### config.mk
export PLATFORM = sky130hd
export DESIGN_NAME = sdram_port_arb
export DESIGN_NICKNAME = d
export VERILOG_FILES = /design/src/rtl/sdram_port_arb.sv
export SDC_FILE = /design/constraint.sdc
export NUM_CORES = 1
export LEC_CHECK = 0
export CAP_MARGIN = 10
export CORE_MARGIN = 2
export CORE_UTILIZATION = 46
export DETAILED_ROUTE_END_ITERATION = 6
export PLACE_DENSITY = 0.77
export SYNTH_ARGS = -nofsm -noshare
export SYNTH_HDL_FRONTEND = slang
export SYNTH_SLANG_ARGS = --single-unit
### constraint.sdc
create_clock -name clk -period 9 [get_ports clk]
set_clock_uncertainty 0.05 [all_clocks]
set_input_delay 1.8 -clock clk [delete_from_list [all_inputs] [get_ports clk]]
set_output_delay 1.8 -clock clk [all_outputs]
set_load 0.005 [all_outputs]
### src/rtl/sdram_port_arb.sv
// sdram_port_arb
//   Multi-channel burst arbiter in front of a single SDRAM controller.
//   Each channel owns a write region and a read region with its own
//   running address. When a channel's write FIFO holds a full burst, or
//   its read FIFO has room for one, the arbiter requests a burst from the
//   controller and steers the controller's acknowledge to that channel's
//   FIFO strobe. Writes always beat reads.
//
//   Optional feature: define SDRAM_ARB_RR_EN for round-robin arbitration
//   (separate write/read pointers). Without it, the lowest channel wins.
//
// Ports
//   clk, rst                         clock, synchronous active-high reset
//   init_end                         SDRAM initialisation complete
//   wr_burst_len / rd_burst_len      burst length shared by all channels
//   wr_b_addr/wr_e_addr/rd_b_addr/rd_e_addr
//                                    per-channel region begin/end, packed
//   wr_fifo_num / rd_fifo_num        per-channel FIFO fill levels, packed
//   rd_valid                         per-channel read enable
//   wr_rst / rd_rst                  per-channel address reload to begin
//   sdram_wr_ack / sdram_rd_ack      controller burst acknowledges
//   sdram_wr_req / sdram_rd_req      burst requests
//   sdram_wr_addr / sdram_rd_addr    burst start address of granted channel
//   grant_ch                         currently granted channel
//   wr_fifo_rd_en / rd_fifo_wr_en    per-channel FIFO strobes
module sdram_port_arb #(
  parameter int CH_NUM = 2,
  parameter int ADDR_W = 24,
  parameter int LEN_W  = 10,
  parameter int CNT_W  = 10,
  localparam int CH_W  = (CH_NUM > 1) ? $clog2(CH_NUM) : 1
) (
  input  logic                     clk,
  input  logic                     rst,
  input  logic                     init_end,
  input  logic [LEN_W-1:0]         wr_burst_len,
  input  logic [LEN_W-1:0]         rd_burst_len,
  input  logic [CH_NUM*ADDR_W-1:0] wr_b_addr,
  input  logic [CH_NUM*ADDR_W-1:0] wr_e_addr,
  input  logic [CH_NUM*ADDR_W-1:0] rd_b_addr,
  input  logic [CH_NUM*ADDR_W-1:0] rd_e_addr,
  input  logic [CH_NUM*CNT_W-1:0]  wr_fifo_num,
  input  logic [CH_NUM*CNT_W-1:0]  rd_fifo_num,
  input  logic [CH_NUM-1:0]        rd_valid,
  input  logic [CH_NUM-1:0]        wr_rst,
  input  logic [CH_NUM-1:0]        rd_rst,
  input  logic                     sdram_wr_ack,
  input  logic                     sdram_rd_ack,
  output logic                     sdram_wr_req,
  output logic                     sdram_rd_req,
  output logic [ADDR_W-1:0]        sdram_wr_addr,
  output logic [ADDR_W-1:0]        sdram_rd_addr,
  output logic [CH_W-1:0]          grant_ch,
  output logic [CH_NUM-1:0]        wr_fifo_rd_en,
  output logic [CH_NUM-1:0]        rd_fifo_wr_en
);

  localparam int CMP_W = (CNT_W > LEN_W) ? CNT_W : LEN_W;

  typedef enum logic [2:0] {IDLE, WR_REQ, WR_BUSY, RD_REQ, RD_BUSY} state_t;

  state_t state, state_nxt;
  logic wr_ack_q, rd_ack_q;
  logic [CH_NUM-1:0] wr_elig, rd_elig;
  logic wr_any, rd_any;
  logic [CH_W-1:0] wr_win, rd_win;
  logic grant_wr, grant_rd, wr_done, rd_done, wr_phase, rd_phase;
  logic [ADDR_W-1:0] wr_addr [CH_NUM];
  logic [ADDR_W-1:0] rd_addr [CH_NUM];

  // Next address computed one bit wider so a region ending at the top of
  // the address space still wraps instead of overflowing to zero.
  function automatic logic [ADDR_W-1:0] advance(input logic [ADDR_W-1:0] addr,
                                                input logic [LEN_W-1:0]  len,
                                                input logic [ADDR_W-1:0] b,
                                                input logic [ADDR_W-1:0] e);
    logic [ADDR_W:0] nxt;
    nxt = {1'b0, addr} + (ADDR_W+1)'(len);
    return (nxt < {1'b0, e}) ? nxt[ADDR_W-1:0] : b;
  endfunction

`ifdef SDRAM_ARB_RR_EN
  logic [CH_W-1:0] wr_ptr, rd_ptr;

  // Search begins just after the last winner so every channel gets a turn.
  function automatic logic [CH_W-1:0] pick(input logic [CH_NUM-1:0] elig,
                                           input logic [CH_W-1:0]   ptr);
    logic [CH_W-1:0] win;
    logic found;
    int idx;
    win = '0;
    found = 1'b0;
    for (int k = 0; k < CH_NUM; k++) begin
      idx = (int'(ptr) + 1 + k) % CH_NUM;
      if (!found && elig[idx]) begin
        win = CH_W'(idx);
        found = 1'b1;
      end
    end
    return win;
  endfunction

  assign wr_win = pick(wr_elig, wr_ptr);
  assign rd_win = pick(rd_elig, rd_ptr);

  always_ff @(posedge clk) begin
    if (rst) begin
      wr_ptr <= '0;
      rd_ptr <= '0;
    end else if (grant_wr) begin
      wr_ptr <= wr_win;
    end else if (grant_rd) begin
      rd_ptr <= rd_win;
    end
  end
`else
  // Descending scan so the lowest eligible index is written last and wins.
  function automatic logic [CH_W-1:0] pick(input logic [CH_NUM-1:0] elig);
    logic [CH_W-1:0] win;
    win = '0;
    for (int k = CH_NUM - 1; k >= 0; k--) begin
      if (elig[k]) win = CH_W'(k);
    end
    return win;
  endfunction

  assign wr_win = pick(wr_elig);
  assign rd_win = pick(rd_elig);
`endif

  always_comb begin
    wr_elig = '0;
    rd_elig = '0;
    for (int i = 0; i < CH_NUM; i++) begin
      wr_elig[i] = CMP_W'(wr_fifo_num[i*CNT_W +: CNT_W]) >= CMP_W'(wr_burst_len);
      rd_elig[i] = rd_valid[i] &&
                   (CMP_W'(rd_fifo_num[i*CNT_W +: CNT_W]) < CMP_W'(rd_burst_len));
    end
  end

  assign wr_any   = |wr_elig;
  assign rd_any   = |rd_elig;
  assign grant_wr = (state == IDLE) && init_end && wr_any;
  assign grant_rd = (state == IDLE) && init_end && !wr_any && rd_any;
  // A burst ends on the cycle after the controller drops its acknowledge.
  assign wr_done  = (state == WR_BUSY) && wr_ack_q && !sdram_wr_ack;
  assign rd_done  = (state == RD_BUSY) && rd_ack_q && !sdram_rd_ack;
  assign wr_phase = (state == WR_REQ) || (state == WR_BUSY);
  assign rd_phase = (state == RD_REQ) || (state == RD_BUSY);

  always_ff @(posedge clk) begin
    if (rst) begin
      state    <= IDLE;
      wr_ack_q <= 1'b0;
      rd_ack_q <= 1'b0;
    end else begin
      state    <= state_nxt;
      wr_ack_q <= sdram_wr_ack;
      rd_ack_q <= sdram_rd_ack;
    end
  end

  // init_end is only consulted in IDLE, so a burst already under way is
  // carried through to completion even if initialisation status drops.
  always_comb begin
    state_nxt = state;
    case (state)
      IDLE:    if (grant_wr) state_nxt = WR_REQ;
               else if (grant_rd) state_nxt = RD_REQ;
      WR_REQ:  if (sdram_wr_ack) state_nxt = WR_BUSY;
      WR_BUSY: if (wr_done) state_nxt = IDLE;
      RD_REQ:  if (sdram_rd_ack) state_nxt = RD_BUSY;
      RD_BUSY: if (rd_done) state_nxt = IDLE;
      default: state_nxt = IDLE;
    endcase
  end

  always_ff @(posedge clk) begin
    if (rst) grant_ch <= '0;
    else if (grant_wr) grant_ch <= wr_win;
    else if (grant_rd) grant_ch <= rd_win;
  end

  // Reload requests take precedence over the end-of-burst advance.
  always_ff @(posedge clk) begin
    for (int i = 0; i < CH_NUM; i++) begin
      if (rst) begin
        wr_addr[i] <= '0;
        rd_addr[i] <= '0;
      end else begin
        if (wr_rst[i])
          wr_addr[i] <= wr_b_addr[i*ADDR_W +: ADDR_W];
        else if (wr_done && (grant_ch == CH_W'(i)))
          wr_addr[i] <= advance(wr_addr[i], wr_burst_len,
                                wr_b_addr[i*ADDR_W +: ADDR_W],
                                wr_e_addr[i*ADDR_W +: ADDR_W]);
        if (rd_rst[i])
          rd_addr[i] <= rd_b_addr[i*ADDR_W +: ADDR_W];
        else if (rd_done && (grant_ch == CH_W'(i)))
          rd_addr[i] <= advance(rd_addr[i], rd_burst_len,
                                rd_b_addr[i*ADDR_W +: ADDR_W],
                                rd_e_addr[i*ADDR_W +: ADDR_W]);
      end
    end
  end

  // Requests and strobes are forced low while reset is held, since the
  // state register only clears on the reset edge.
  assign sdram_wr_req  = !rst && (state == WR_REQ);
  assign sdram_rd_req  = !rst && (state == RD_REQ);
  assign sdram_wr_addr = wr_addr[grant_ch];
  assign sdram_rd_addr = rd_addr[grant_ch];

  always_comb begin
    wr_fifo_rd_en = '0;
    rd_fifo_wr_en = '0;
    for (int i = 0; i < CH_NUM; i++) begin
      wr_fifo_rd_en[i] = !rst && sdram_wr_ack && wr_phase && (grant_ch == CH_W'(i));
      rd_fifo_wr_en[i] = !rst && sdram_rd_ack && rd_phase && (grant_ch == CH_W'(i));
    end
  end

endmodule

==> results_dict.tcl <==
set metrics [dict create \
    status "completed" \
    p_total_mw 1.76 \
    crit_path_cell_trace "clkdlybuf4s50_1, ha_1, fa_1, a211oi_1, nor2_1, o211ai_1, o22a_1, nor2_1, xnor2_1, inv_1, ha_1, a2111oi_0, o221ai_1, a211oi_2, o31a_1, o21ai_0" \
    htreeDepth 3 \
    synth_fa_ha_area_share_pct 19.2 \
    netlist_area_mm2 0.0115 \
    timing.rr.end "rd_addr[0][3]" \
    cts_tree "built" \
    synth_top_family_by_area "compound AO/OA/AOI/OAI gates" \
    place_ws_ns 1.97 \
    fin_util_pct 62.5 \
    synth-xor-area-share_pct 6.09 \
    start_kind "input pin" \
    synth_compound_area_share_pct 22.3 \
    drtAntennaViolNets 0 \
    slew_viol_final 0 \
    p_per_area_mw_per_mm2 115 \
    drt-vias-per-instance 5.81 \
    grt_pass1_wl_mm 58.8 \
    combPwrFrac_pct 43.5 \
    yosys_register_bits 103 \
    max_stage_delay_ns 0.85 \
    fmax_mhz 145 \
    post_cts_resized 0 \
    min_from "state[2]" \
    core-area_mm2 0.0245 \
    finalHoldViolCount 0 \
    rrSetupSlack_ns 3.72 \
    clock_latency_ns 0.35 \
    syn_avg_cell_area_um2 8.63 \
    yosys-top-cells-area "edfxtp_1 (25%), ha_1 (18%), inv_1 (5.9%), a21oi_1 (4.3%), mux2_2 (4.2%)" \
    setup_viol 0 \
    cts.sinks 103 \
    initial_utilization_pct 47.1 \
    crit_required_ns 9.00 \
    path_buf_inv 2 \
    maxCapViolations 0 \
    die_h_um 162 \
    nFillCells 2106 \
    endpoint_kind "register" \
    place.detailed.hpwl_mm 30.7 \
    worstSetupPathDepth 16 \
    drive_gt1_share_pct 5.81 \
    grt_overflow 0 \
    criticalPathCategory "in -> reg" \
    ir_drop_mv 0.0877 \
    nets 2068 \
    cts.clk_slew.worst_paths_ns 0.07 \
    synth_edf_count 96 \
    grt_start_max_net_pins 55 \
    finalCritPeriodShare_pct 76.5 \
    cp_slowest_cell "o31a_1" \
    power.switching_uw 612 \
    clk_path_buf_depth 2 \
    wl_per_cell_um 19.3 \
    rsz0062_at_grt "false" \
    post-cts-setup-buffer-count 0 \
    p_int_mw 1.15 \
    crit_arrival_ns 6.89 \
    grt_pass1_vias 11400 \
    drtPass1Iterations 6 \
    slew_headroom_pct 23.2 \
    synth_mux_area_share_pct 4.21 \
    pwr-share-clk_pct 21.6 \
    reg2reg_from "rd_addr[0][0]" \
    synth.distinct_cells 72 \
    hold_path_depth 2 \
    p_leak_nw 6.65 \
    numCtsBuffers 9 \
    routed_wl_mm 37.9 \
    worstMarginPinSlew_ns 1.15 \
    die_w_um 162 \
    placementRows 57 \
    fin_crit_ns 6.89 \
    dp_cells 1944 \
    place.gp.congestion 0.922 \
    antenna_found_initial 5 \
    stdcell_count 1963 \
    rr_worst_depth 15 \
    crit_fanout 24 \
    synth_top_cell_by_area "edfxtp_1" \
    io_buffers 317 \
    grt.total_usage_pct 28.2 \
    hold_buffers 0 \
    syn_to_final_growth_pct 32.7 \
    swShare_pct 34.7 \
    ys.flop_type "edfxtp_1" \
    netlist_instances 1334 \
    fin_ws_ns 2.11 \
    synthesis.nets 1771 \
    ctsRootBufferMaster "clkbuf_16" \
    synthSimpleGateAreaFrac_pct 14.3 \
    dieArea_mm2 0.0263 \
    ys_seq_area_share_pct 26.3 \
    drc_errors 0 \
    io_pins 318 \
    synth-async-reset-ratio_pct 0 \
    first_iter_violations 895 \
    cpLargestDelayFamily "compound AO/OA/AOI/OAI gates" \
    hold_end "state[2]" \
    pwr-share-seq_pct 34.9 \
    final.setup.tns_ns 0 \
    synth-warning-count 0 \
    min_path_type "reg -> reg" \
    synth_top_cell_area_share_pct 25.0 \
    via_count 11400 \
]
[flip-flops by register name, summed over array words and instances, names as in the netlist, named ones only]
| register | flops |
|---|---|
| rd_ack_q | 1 |
| state | 3 |
| grant_ch | 1 |
| wr_addr | 48 |
| rd_addr | 48 |
| wr_ack_q | 1 |
[worst max-delay path by stage]
stage,from,to,slack [ns]
6_report,rd_burst_len[0],rd_addr[0][3],2.11
5_1_grt,rd_burst_len[0],rd_addr[0][3],1.78
4_1_cts,rd_burst_len[0],rd_addr[0][3],2.26
3_5_place_dp,rd_burst_len[0],rd_addr[0][3],1.97
3_3_place_gp,rd_burst_len[0],rd_addr[0][4],2.08
2_1_floorplan,wr_burst_len[0],wr_addr[0][10],3.50
[kinds of logic after synthesis]
| group | count (synthesis) |
|---|---|
| adder cells (fa/ha/maj) | 174 |
| AND/OR/NAND/NOR | 318 |
| AO/OA/AOI/OAI | 390 |
| multiplexers | 43 |
| buffers and inverters | 226 |
| XOR/XNOR | 80 |
| flip-flops | 103 |
[metrics by stage]
| step | cell area [um^2] | hold slack, ns |
|---|---|---|
| 5_1_grt | 15300 | 0.597 |
| 3_3_place_gp | 15000 | 0.533 |
| 4_1_cts | 15300 | 0.557 |
| 2_1_floorplan | 11500 | 0.551 |
| 6_report | 15300 | 0.564 |
| 3_5_place_dp | 15000 | 0.551 |
[cell type report]
cell class,instances,area [um^2],area share [%]
Inverter,183,687,4.50
Timing Repair Buffer,329,3260,21.4
Multi-Input combinational cell,1005,7610,49.8
Clock buffer,9,225,1.47
Antenna cell,4,10.0,0.0655
Sequential cell,103,3020,19.8
Tap cell,324,405,2.65
Clock inverter,6,47.5,0.311
[power groups by stage]
stage	Clock, mW	Sequential, mW	Combinational, mW
after global routing	0.404	0.620	0.843
after global placement	0	0.623	0.737
final	0.381	0.616	0.767
after detailed placement	0	0.625	0.754
after floorplan	0	0.601	0.444
after CTS	0.383	0.614	0.762
[cells in the mapped netlist (all sizes together) (3+ instances only)]
cell / n
inv: 182
ha: 170
a21oi: 101
edfxtp: 96
o21ai: 91
nor2: 65
nand2: 57
nand3: 57
xnor2: 54
mux2: 43
a211oi: 34
a21o: 30
nor3: 29
xor2: 26
a22o: 25
o22ai: 25
clkbuf: 23
nand4: 22
buf: 20
and3: 17
nand2b: 17
o21a: 15
o2111ai: 10
o211ai: 10
nor2b: 9
a31oi: 8
and4: 8
nor4: 8
dfxtp: 7
nor3b: 6
or3: 6
or2: 5
a2111oi: 4
a211o: 4
and2: 4
fa: 4
o21bai: 4
a21boi: 3
a221oi: 3
o31a: 3
or4: 3
[routing by layer]
metal | track usage [%] | up-vias | wire [um]
li1 | - | 5507 | -
met2 | 47.7 | 480 | 17600
met3 | 5.98 | 57 | 3080
met5 | 0 | - | 13
met4 | 7.44 | 2 | 854
met1 | 36.9 | 5366 | 16300
[tightest hold or removal path: cells and delay by family, from the launching register on]
family / cells / cell delay, ns
flip-flops: 1 / 0.39
AND/OR/NAND/NOR: 1 / 0.12
AO/OA/AOI/OAI: 1 / 0.05
[layout by cell type (no fill, tap or decap), types with 7 or more instances in the layout]
| cell | synthesis | routed |
|---|---|---|
| a31oi_1 | 7 | 7 |
| mux2_2 | 43 | 43 |
| o22ai_1 | 25 | 25 |
| inv_1 | 182 | 182 |
| o21ai_0 | 81 | 79 |
| o21ai_1 | 10 | 10 |
| edfxtp_1 | 96 | 96 |
| a21oi_1 | 99 | 99 |
| nand2b_1 | 17 | 17 |
| buf_4 | 2 | 12 |
| nor2b_1 | 9 | 9 |
| a21o_1 | 30 | 30 |
| nand3_1 | 57 | 57 |
| and4_1 | 8 | 8 |
| nor2_1 | 65 | 65 |
| o2111ai_1 | 9 | 9 |
| clkbuf_16 | 0 | 9 |
| o211ai_1 | 10 | 10 |
| xnor2_1 | 54 | 54 |
| xor2_1 | 26 | 26 |
| nand2_1 | 57 | 57 |
| a22o_1 | 25 | 25 |
| a211oi_1 | 32 | 31 |
| nor4_1 | 7 | 7 |
| o21a_1 | 15 | 15 |
| nor3_1 | 29 | 29 |
| ha_1 | 170 | 170 |
| clkdlybuf4s50_1 | 0 | 317 |
| and3_1 | 17 | 17 |
| nand4_1 | 22 | 22 |
Note: power is estimated with default switching activity, not from simulation.
